## src/rtl/imem_loader.sv

```systemverilog
// Program loader and run controller: streams instruction words into instruction memory,
// holds the core in reset while loading, then times the run until the final instruction drains.
module imem_loader #(
   parameter int DEPTH        = 1024,
   parameter int ADDR_W       = 10,
   parameter int DRAIN_CYCLES = 4,
   parameter int MAX_CYCLES   = 100000
) (
   input  logic              clk,
   input  logic              reset,
   input  logic              start,
   input  logic [ADDR_W:0]   load_len,
   input  logic              in_valid,
   input  logic [31:0]       in_data,
   output logic              in_ready,
   output logic              mem_we,
   output logic [ADDR_W-1:0] mem_addr,
   output logic [31:0]       mem_wdata,
   output logic              core_reset,
   input  logic              isLastInstruction,
   output logic              busy,
   output logic              done,
   output logic              error,
   output logic [31:0]       cycle_count
);

   typedef enum logic [2:0] {
      S_IDLE,
      S_LOAD,
      S_RELEASE,
      S_RUN,
      S_DRAIN,
      S_DONE
   } state_t;

   localparam logic [ADDR_W:0] DEPTH_W    = (ADDR_W+1)'(DEPTH);
   localparam logic [ADDR_W:0] ONE_W      = (ADDR_W+1)'(1);
   localparam logic [31:0]     LAST_RUN   = 32'(MAX_CYCLES - 1);
   localparam logic [31:0]     DRAIN_INIT = 32'(DRAIN_CYCLES);

   state_t            state_q, state_d;
   logic [ADDR_W:0]   len_q, len_d;
   logic [ADDR_W:0]   word_cnt_q, word_cnt_d;
   logic [31:0]       drain_q, drain_d;
   logic [31:0]       cycle_q, cycle_d;
   logic              in_ready_q, in_ready_d;
   logic              mem_we_q, mem_we_d;
   logic [ADDR_W-1:0] mem_addr_q, mem_addr_d;
   logic [31:0]       mem_wdata_q, mem_wdata_d;
   logic              core_reset_q, core_reset_d;
   logic              busy_q, busy_d;
   logic              done_q, done_d;
   logic              error_q, error_d;

   always_comb begin
      state_d     = state_q;
      len_d       = len_q;
      word_cnt_d  = word_cnt_q;
      drain_d     = drain_q;
      cycle_d     = cycle_q;
      mem_we_d    = 1'b0;
      mem_addr_d  = mem_addr_q;
      mem_wdata_d = mem_wdata_q;
      error_d     = error_q;

      case (state_q)
         S_IDLE, S_DONE: begin
            if (start) begin
               if (load_len == '0 || load_len > DEPTH_W) begin
                  error_d = 1'b1;
                  state_d = S_IDLE;
               end else begin
                  error_d    = 1'b0;
                  cycle_d    = '0;
                  len_d      = load_len;
                  word_cnt_d = '0;
                  state_d    = S_LOAD;
               end
            end
         end
         S_LOAD: begin
            // in_ready is high for the whole of LOAD, so in_valid alone is the handshake
            if (in_valid) begin
               mem_we_d    = 1'b1;
               mem_addr_d  = word_cnt_q[ADDR_W-1:0];
               mem_wdata_d = in_data;
               word_cnt_d  = word_cnt_q + ONE_W;
               if (word_cnt_q == len_q - ONE_W) begin
                  state_d = S_RELEASE;
               end
            end
         end
         S_RELEASE: begin
            state_d = S_RUN;
         end
         S_RUN: begin
            cycle_d = cycle_q + 32'd1;
            if (isLastInstruction) begin
               drain_d = DRAIN_INIT;
               state_d = S_DRAIN;
            end else if (cycle_d == LAST_RUN) begin
               error_d = 1'b1;
               state_d = S_DONE;
            end
         end
         S_DRAIN: begin
            if (drain_q <= 32'd1) begin
               state_d = S_DONE;
            end else begin
               drain_d = drain_q - 32'd1;
            end
         end
         default: begin
            state_d = S_IDLE;
         end
      endcase

      // Status outputs are registered copies of what the next state implies
      in_ready_d   = (state_d == S_LOAD);
      busy_d       = (state_d == S_LOAD) || (state_d == S_RELEASE) ||
                     (state_d == S_RUN)  || (state_d == S_DRAIN);
      core_reset_d = !((state_d == S_RUN) || (state_d == S_DRAIN));
      done_d       = (state_d == S_DONE);
   end

   always_ff @(posedge clk or negedge reset) begin
      if (!reset) begin
         state_q      <= S_IDLE;
         len_q        <= '0;
         word_cnt_q   <= '0;
         drain_q      <= '0;
         cycle_q      <= '0;
         in_ready_q   <= 1'b0;
         mem_we_q     <= 1'b0;
         mem_addr_q   <= '0;
         mem_wdata_q  <= '0;
         core_reset_q <= 1'b1;
         busy_q       <= 1'b0;
         done_q       <= 1'b0;
         error_q      <= 1'b0;
      end else begin
         state_q      <= state_d;
         len_q        <= len_d;
         word_cnt_q   <= word_cnt_d;
         drain_q      <= drain_d;
         cycle_q      <= cycle_d;
         in_ready_q   <= in_ready_d;
         mem_we_q     <= mem_we_d;
         mem_addr_q   <= mem_addr_d;
         mem_wdata_q  <= mem_wdata_d;
         core_reset_q <= core_reset_d;
         busy_q       <= busy_d;
         done_q       <= done_d;
         error_q      <= error_d;
      end
   end

   assign in_ready    = in_ready_q;
   assign mem_we      = mem_we_q;
   assign mem_addr    = mem_addr_q;
   assign mem_wdata   = mem_wdata_q;
   assign core_reset  = core_reset_q;
   assign busy        = busy_q;
   assign done        = done_q;
   assign error       = error_q;
   assign cycle_count = cycle_q;

endmodule

```

## config.mk

```make
export PLATFORM = sky130hd
export DESIGN_NAME = imem_loader
export DESIGN_NICKNAME = d
export VERILOG_FILES = /design/src/rtl/imem_loader.sv
export SDC_FILE = /design/constraint.sdc
export NUM_CORES = 1
export LEC_CHECK = 0
export ABC_AREA = 0
export CAP_MARGIN = 10
export CORE_UTILIZATION = 48
export DETAILED_ROUTE_END_ITERATION = 8
export HOLD_SLACK_MARGIN = 0.12
export PLACE_DENSITY = 0.85
export REMOVE_ABC_BUFFERS = 1
export SLEW_MARGIN = 10
export SYNTH_ARGS = -nofsm -noshare
export SYNTH_HDL_FRONTEND = slang
export SYNTH_SLANG_ARGS = --single-unit
```

## constraint.sdc

```tcl
create_clock -name clk -period 2.6 [get_ports clk]
set_input_delay 0.26 -clock clk [delete_from_list [all_inputs] [get_ports clk]]
set_output_delay 0.26 -clock clk [all_outputs]
set_load 0.01 [all_outputs]
```

# Yosys cells after proc, flatten, opt, wreduce, memory -nomap -nowiden
# Index checks and enable logic that the tools add are counted.
[totals]
regBits = 137
input_bits = 48
[op_classes]
n_eq_ne = 19
n_reduce_logical = 18
muxes = 25
magnitude_cmp = 2
n_bitwise = 1
addsub = 4
[ops]
columns = ["op", "count"]
rows = [
  ["$mux 32", 4],
  ["$pmux 32 s2", 2],
  ["$mux 11", 3],
  ["$add 32x1->32 const B", 1],
  ["$eq 32x17->1 const B", 1],
  ["$le 32x1->1 const B", 1],
  ["$sub 32x1->32 const B", 1],
  ["$pmux 11 s2", 1],
  ["$mux 3", 6],
  ["$pmux 3 s5", 1],
  ["$ne 2x2->1 const B", 7],
  ["$eq 3x2->1 const B", 4],
  ["$eq 3x3->1 const B", 4],
  ["$add 11x1->11 const B", 1],
  ["$eq 11x11->1", 1],
  ["$gt 11x11->1 const B", 1],
  ["$logic_not 11->1", 1],
  ["$sub 11x1->11 const B", 1],
  ["$reduce_and 3->1", 3],
  ["$reduce_and 4->1", 2],
  ["$mux 1", 7],
  ["$eq 3x1->1 const B", 2],
  ["$reduce_bool 2->1", 3],
  ["$logic_or 1x1->1", 5],
  ["6 further kinds", 6],
]

# Longest topological paths before layout
[logic_depth]
depth_word = 9
mapped_depth = 10
ltp_nobuf = 9

# Worst setup path before layout
# No wires, ideal clock.
[synth_timing]
path_kind = "register to register"
start = "register drain_q[3]"
end = "register drain_q[15]"
arrival_ns = 2.453
setup_slack_ns = 0.015
period_less_slack_ns = 2.585
n_path_buf = 2
path_stages_with_launch = 10
setup_ns = 0.132
path_cell_list = "dfrtp_1 or4_1 or4_1 buf_2 nor4_4 nor4b_1 buf_2 nor2b_1 xnor2_1 nor2_1"
[synth_between]
elab_chain_cells = 3
elab_cells_between_ends = 6
classes_between = "add/sub (1); order compare (1); eq/ne (1); mux (2); reduce/logical (1)"
[synth_rtl]
columns = ["item", "line", "source"]
rows = [
  ["start, declared", "44", "logic [31:0] drain_q, drain_d;"],
  ["start signal, assigned", "145", "drain_q <= drain_d;"],
  ["$sub 32x1->32 / $le 32x1->1 (equally long branches)", "110, 107", ""],
  ["$mux 32 / $ne 2x2->1 (equally long branches)", "--", ""],
  ["$pmux 32 s2 / $reduce_and 3->1 (equally long branches)", "--", ""],
]
# Several ways; a longest one is shown, not always the timed one. The select of a mux whose other input is x is not followed.
# A chain may end at the register's enable or synchronous reset.

# Worst setup path after layout
[layout_timing]
start = "register cycle_q[0] (netlist: cycle_count[0])"
end = "register core_reset_q (netlist: core_reset)"
[layout_between]
elab_chain_cells = 8
elab_cells_between_ends = 9
classes_between = "add/sub (1); eq/ne (3); mux (3); reduce/logical (2)"
[layout_rtl]
columns = ["item", "line", "source"]
rows = [
  ["start, declared", "45", "logic [31:0] cycle_q, cycle_d;"],
  ["start signal, assigned", "146", "cycle_q <= cycle_d;"],
  ["$add 32x1->32 (*)", "97", "cycle_d = cycle_q + 32'd1;"],
  ["$eq 32x17->1 (*)", "101", "end else if (cycle_d == LAST_RUN) begin"],
  ["$mux 3 (*)", "101", ""],
  ["$mux 3 (*)", "98", "if (isLastInstruction) begin"],
  ["$pmux 3 s5 (*)", "66", "case (state_q)"],
  ["$eq 3x2->1 / $eq 3x3->1 (equally long branches)", "122", "core_reset_d = !((state_d == S_RUN) || (state_d == S_DRAIN));"],
  ["$logic_or 1x1->1 (*)", "122", ""],
  ["$logic_not 1->1 (*)", "122", ""],
  ["net core_reset_d", "50", "logic core_reset_q, core_reset_d;"],
  ["end signal, assigned", "151", "core_reset_q <= core_reset_d;"],
  ["end, declared", "50", ""],
]
# The timed path passes the listed nets; every way through them passes the cells marked *.

==> impl_metrics.csv <==
group,metric,value,unit
status,status,"finished, violations left",
status,violations,"design-rule violations, negative setup slack",
cells_and_area,fillers,1064,
synthesis,dominantRegCellSynth,"dfrtp_1",
synthesis,synth_top_family_by_area,"simple AND/OR/NAND/NOR gates",
timing,min_period,2610,ps
synthesis,synthMuxAreaShare,8.29,%
timing,final.setup_skew,11.0,ps
die,die_area,15700,um^2
synthesis,syn_avg_cell_area,9.76,um^2
worst_setup_path,critPathLaunchType,"flop",
placed_design,io_buffer_count,127,
placed_design,place_ws,-376,ps
min_path,worstHoldPathType,"input port to flop",
worst_setup_path,r2r_start,"cycle_count[0]$_DFFE_PN0P_",
grt,grt_pass1_vias,6585,
drt,finalWirelength,20100,um
power_and_ir_drop,p_per_area,1040,nW/um^2
cells_and_area,final_nets,994,
synthesis,synthSimpleGateAreaFrac,21.2,%
die,die_w,125,um
grt,overflow,0,
grt,use_met1,33.1,%
worst_setup_path,slowest_delay,400,ps
die,die_y,125,um
worst_setup_path,regToRegSetupSlack,-10,ps
min_path,whs_path_depth,4,
power_and_ir_drop,p_total,10.5,mW
drt,antenna_left,0,
grt,grt_use_met2,42.9,%
cells_and_area,drive_above_1_share,22.4,%
clocking,clockBufferDepth,2,
die,fp.coreArea,14700,um^2
worst_setup_path,path_max_fanout,8,
worst_setup_path,worstPathArrival,2940,ps
worst_setup_path,cp_data_required_time,2930,ps
synthesis,seq_area_frac_synth,47.0,%
drt,via_per_inst,5.85,
timing,hold_slack,217,ps
synthesis,synth_compound_area_share,12.0,%
placed_design,placed_area,9290,um^2
placed_design,placed_cells,1099,
synthesis,synth.top_cell.area_share,46.7,%
worst_setup_path,cp-end-kind,"flop",
drt,routed_wire_length_per_instance,17.7,um
grt,grt_pass1_wl,32400,um
drt,drt-initial-drc-count,608,
worst_setup_path,r2r_cells,10,
timing,clock.fmax,0.383,GHz
synthesis,yosysTopAreaCell,"dfrtp_1",
grt,grt.met3_usage,4.88,%
grt,antenna_found_initial,0,
placed_design,dpl.hpwl,13200,um
synthesis,ys_ff_latch,137,
clocking,clk_pin_slew_worst_paths,60,ps
synthesis,synthAdderAreaFrac,1.03,%
min_path,min_to,"len_q[1]$_DFFE_PN0P_",
clocking,cts_tree,"yes",
synthesis,synth.distinct_cells,61,
cells_and_area,stdcell_count,1137,
timing,rsz0062_at_grt,"true",
worst_setup_path,r2r-end,"core_reset$_DFF_PN1_",
worst_setup_path,critical-path-slowest-cell,"nor4_2",
cells_and_area,multi_input_area,3770,um^2
timing,max_slew_margin,59.9,%
flow_run,cap_viol_max_count,0,
drt,drc,6,
synthesis,synth_area,7290,um^2
timing,fin_crit_sh,101,%
synthesis,async_flop_share,100,%
synthesis,synth_xor_area_share,7.33,%
power_and_ir_drop,leakage,4.31,nW
clocking,cts_root_buffer,"clkbuf_16",
cells_and_area,final_cell_area,10200,um^2
die,io_pins,128,
grt,grt_max_degree,60,
clocking,cts_buffers,17,
worst_setup_path,path_cells,"ha_2, buf_4, nand4_1, nor4_2, and3_1, o22ai_1, nor4_1, buf_4, nand4_1, a21oi_2",
min_path,worstHoldStart,"load_len[1]",
worst_setup_path,critical_path_buf_inv_count,2,
cells_and_area,seqCellArea,3430,um^2
placed_design,gp_congestion,0.901,
timing,slew_viol_final,0,
timing,setup_viol,1,
power_and_ir_drop,peakVddDrop,0.562,mV
cells_and_area,syn_to_final_growth,39.4,%
timing,setup_ws,-13.1,ps
grt,grt_usage,25.9,%
die,row_count,44,
drt,firstDrtPassIters,8,
synthesis,netlist_instances,747,
grt,grt.busiest_layer,"met2",
cells_and_area,antenna_cells,0,
worst_setup_path,crit_type,"flop to flop",
clocking,clock_latency,430,ps
synthesis,ys.warnings.count,0,
worst_setup_path,path_delay_family,"simple AND/OR/NAND/NOR gates",
timing,finalHoldViolations,0,
clocking,cts.sinks,137,
drt,vias,6652,
die,initial_core_util,49.6,%
timing,worst_slew_pin_slew,601,ps
synthesis,synth_top_cells_by_area,"dfrtp_1, mux2_2, nor2_1",
synthesis,synth_edf_count,0,
clocking,htreeDepth,4,
[registers in the layout, indices dropped and copies added, names as in the netlist]
name / flops
busy: 1
core_reset: 1
cycle_count: 32
done: 1
drain_q: 32
error: 1
in_ready: 1
len_q: 11
mem_addr: 10
mem_wdata: 32
mem_we: 1
state_q: 3
word_cnt_q: 11
[logic make-up (layout without fill, tap and decap cells)]
| kind of cell | count (synthesis) | after routing |
|---|---|---|
| AO/OA/AOI/OAI | 139 | 139 |
| XOR/XNOR | 61 | 61 |
| adder cells (fa/ha/maj) | 6 | 6 |
| buffers and inverters | 57 | 263 |
| flip-flops | 137 | 137 |
| multiplexers | 54 | 54 |
| AND/OR/NAND/NOR | 293 | 293 |
[cells in the mapped netlist, types with 6 or more instances]
cell and count:
nand2b_1 6, and4_1 12, o41ai_1 6, nand3b_1 6, o21ai_0 50, xnor2_1 31
buf_1 7, o31ai_1 11, inv_1 13, or4_1 8, xor2_1 30, and2_1 10
nand4_1 12, nor2_1 73, or3_1 8, nor4_1 18, nor3_1 20, and3_1 14
ha_1 6, a31oi_1 10, nand3_1 23, clkbuf_1 32, nand2_1 62, dfrtp_1 136
o22ai_1 10, mux2_2 51, a21oi_1 23
[per-stage QoR]
step           TNS [ps]  utilization, %
6_report          -13.1            69.2
5_1_grt            -951            69.2
4_1_cts            -167            68.4
3_5_place_dp      -6300            63.2
3_3_place_gp      -1850            63.2
2_1_floorplan    -74810               -
[report_power, final]
group / internal, mW / leakage (nW) / total, mW / switching, mW
Combinational: 2.27 / 2.22 / 4.27 / 2.00
Sequential: 2.79 / 1.76 / 3.45 / 0.658
Clock: 1.83 / 0.327 / 2.80 / 0.971
[how the worst max path moves through the flow]
stage	to	slack, ps	startpoint	depth (start not counted)
CTS	done$_DFF_PN0_	-60	cycle_count[0]$_DFFE_PN0P_	8
global placement	drain_q[6]$_DFFE_PN0P_	-240	load_len[1]	9
floorplan	cycle_count[12]$_DFFE_PN0P_	-1300	state_q[0]$_DFF_PN0_	6
finish	core_reset$_DFF_PN1_	-10	cycle_count[0]$_DFFE_PN0P_	10
global route	state_q[2]$_DFF_PN0_	-90	cycle_count[0]$_DFFE_PN0P_	10
detailed placement	drain_q[6]$_DFFE_PN0P_	-380	load_len[1]	9
[layout by cell type, fill, tap and decap left out, types with 4 or more instances in the layout]
cell type | netlist | layout
and4_1 | 12 | 9
and3_1 | 14 | 12
dfrtp_1 | 136 | 136
bufinv_16 | 0 | 6
o22ai_1 | 10 | 10
nor2_1 | 73 | 72
o41ai_1 | 6 | 6
xnor2_1 | 31 | 31
or4_1 | 8 | 4
o31ai_1 | 11 | 11
nand4_1 | 12 | 12
a21oi_1 | 23 | 21
ha_1 | 6 | 4
nand3_1 | 23 | 21
and2_1 | 10 | 10
a31oi_1 | 10 | 10
clkdlybuf4s50_1 | 0 | 125
or4_4 | 1 | 5
or3_1 | 8 | 8
nor3_1 | 20 | 18
xor2_1 | 30 | 30
buf_4 | 0 | 85
nor4_1 | 18 | 13
nor4_2 | 0 | 5
o21ai_0 | 50 | 50
clkbuf_16 | 0 | 17
nand2_1 | 62 | 61
mux2_2 | 51 | 51
inv_1 | 13 | 13
nor2b_1 | 4 | 4
a311oi_1 | 4 | 4
nand3b_1 | 6 | 6
nand2b_1 | 6 | 6
[routing by layer]
| metal | wire, um | vias to the layer above |
|---|---|---|
| li1 | - | 3093 |
| met2 | 10000 | 269 |
| met5 | 0 | - |
| met1 | 8270 | 3237 |
| met4 | 648 | 0 |
| met3 | 1120 | 53 |
[worst reg2reg max path, stage by stage (launching register included)]
cell and delay, ps:
dfrtp_1 370, ha_2 190, buf_4 140, nand4_1 260, nor4_2 400, and3_1 210, o22ai_1 80, nor4_1 190
buf_4 160, nand4_1 250, a21oi_2 280
[area by class of cell]
cell class                      instances  area share, %
Tap cell                              184           2.26
Inverter                               13          0.480
Clock inverter                         14           2.40
Timing Repair Buffer                  218           19.7
Sequential cell                       137           33.7
Multi-Input combinational cell        553           37.1
Clock buffer                           18           4.32
[timing repair]
| item | 4_1_cts | 5_1_grt |
|---|---|---|
| endpoints found under the hold margin | 55 | 0 |
| endpoints found under the setup margin | 19 | 35 |
| gates resized for setup | 11 | 24 |
| pin swaps | 10 | 10 |
| hold buffers | 1 | 0 |
| buffers inserted | 4 | 4 |
No activity file was read; power rests on OpenSTA's default activity.
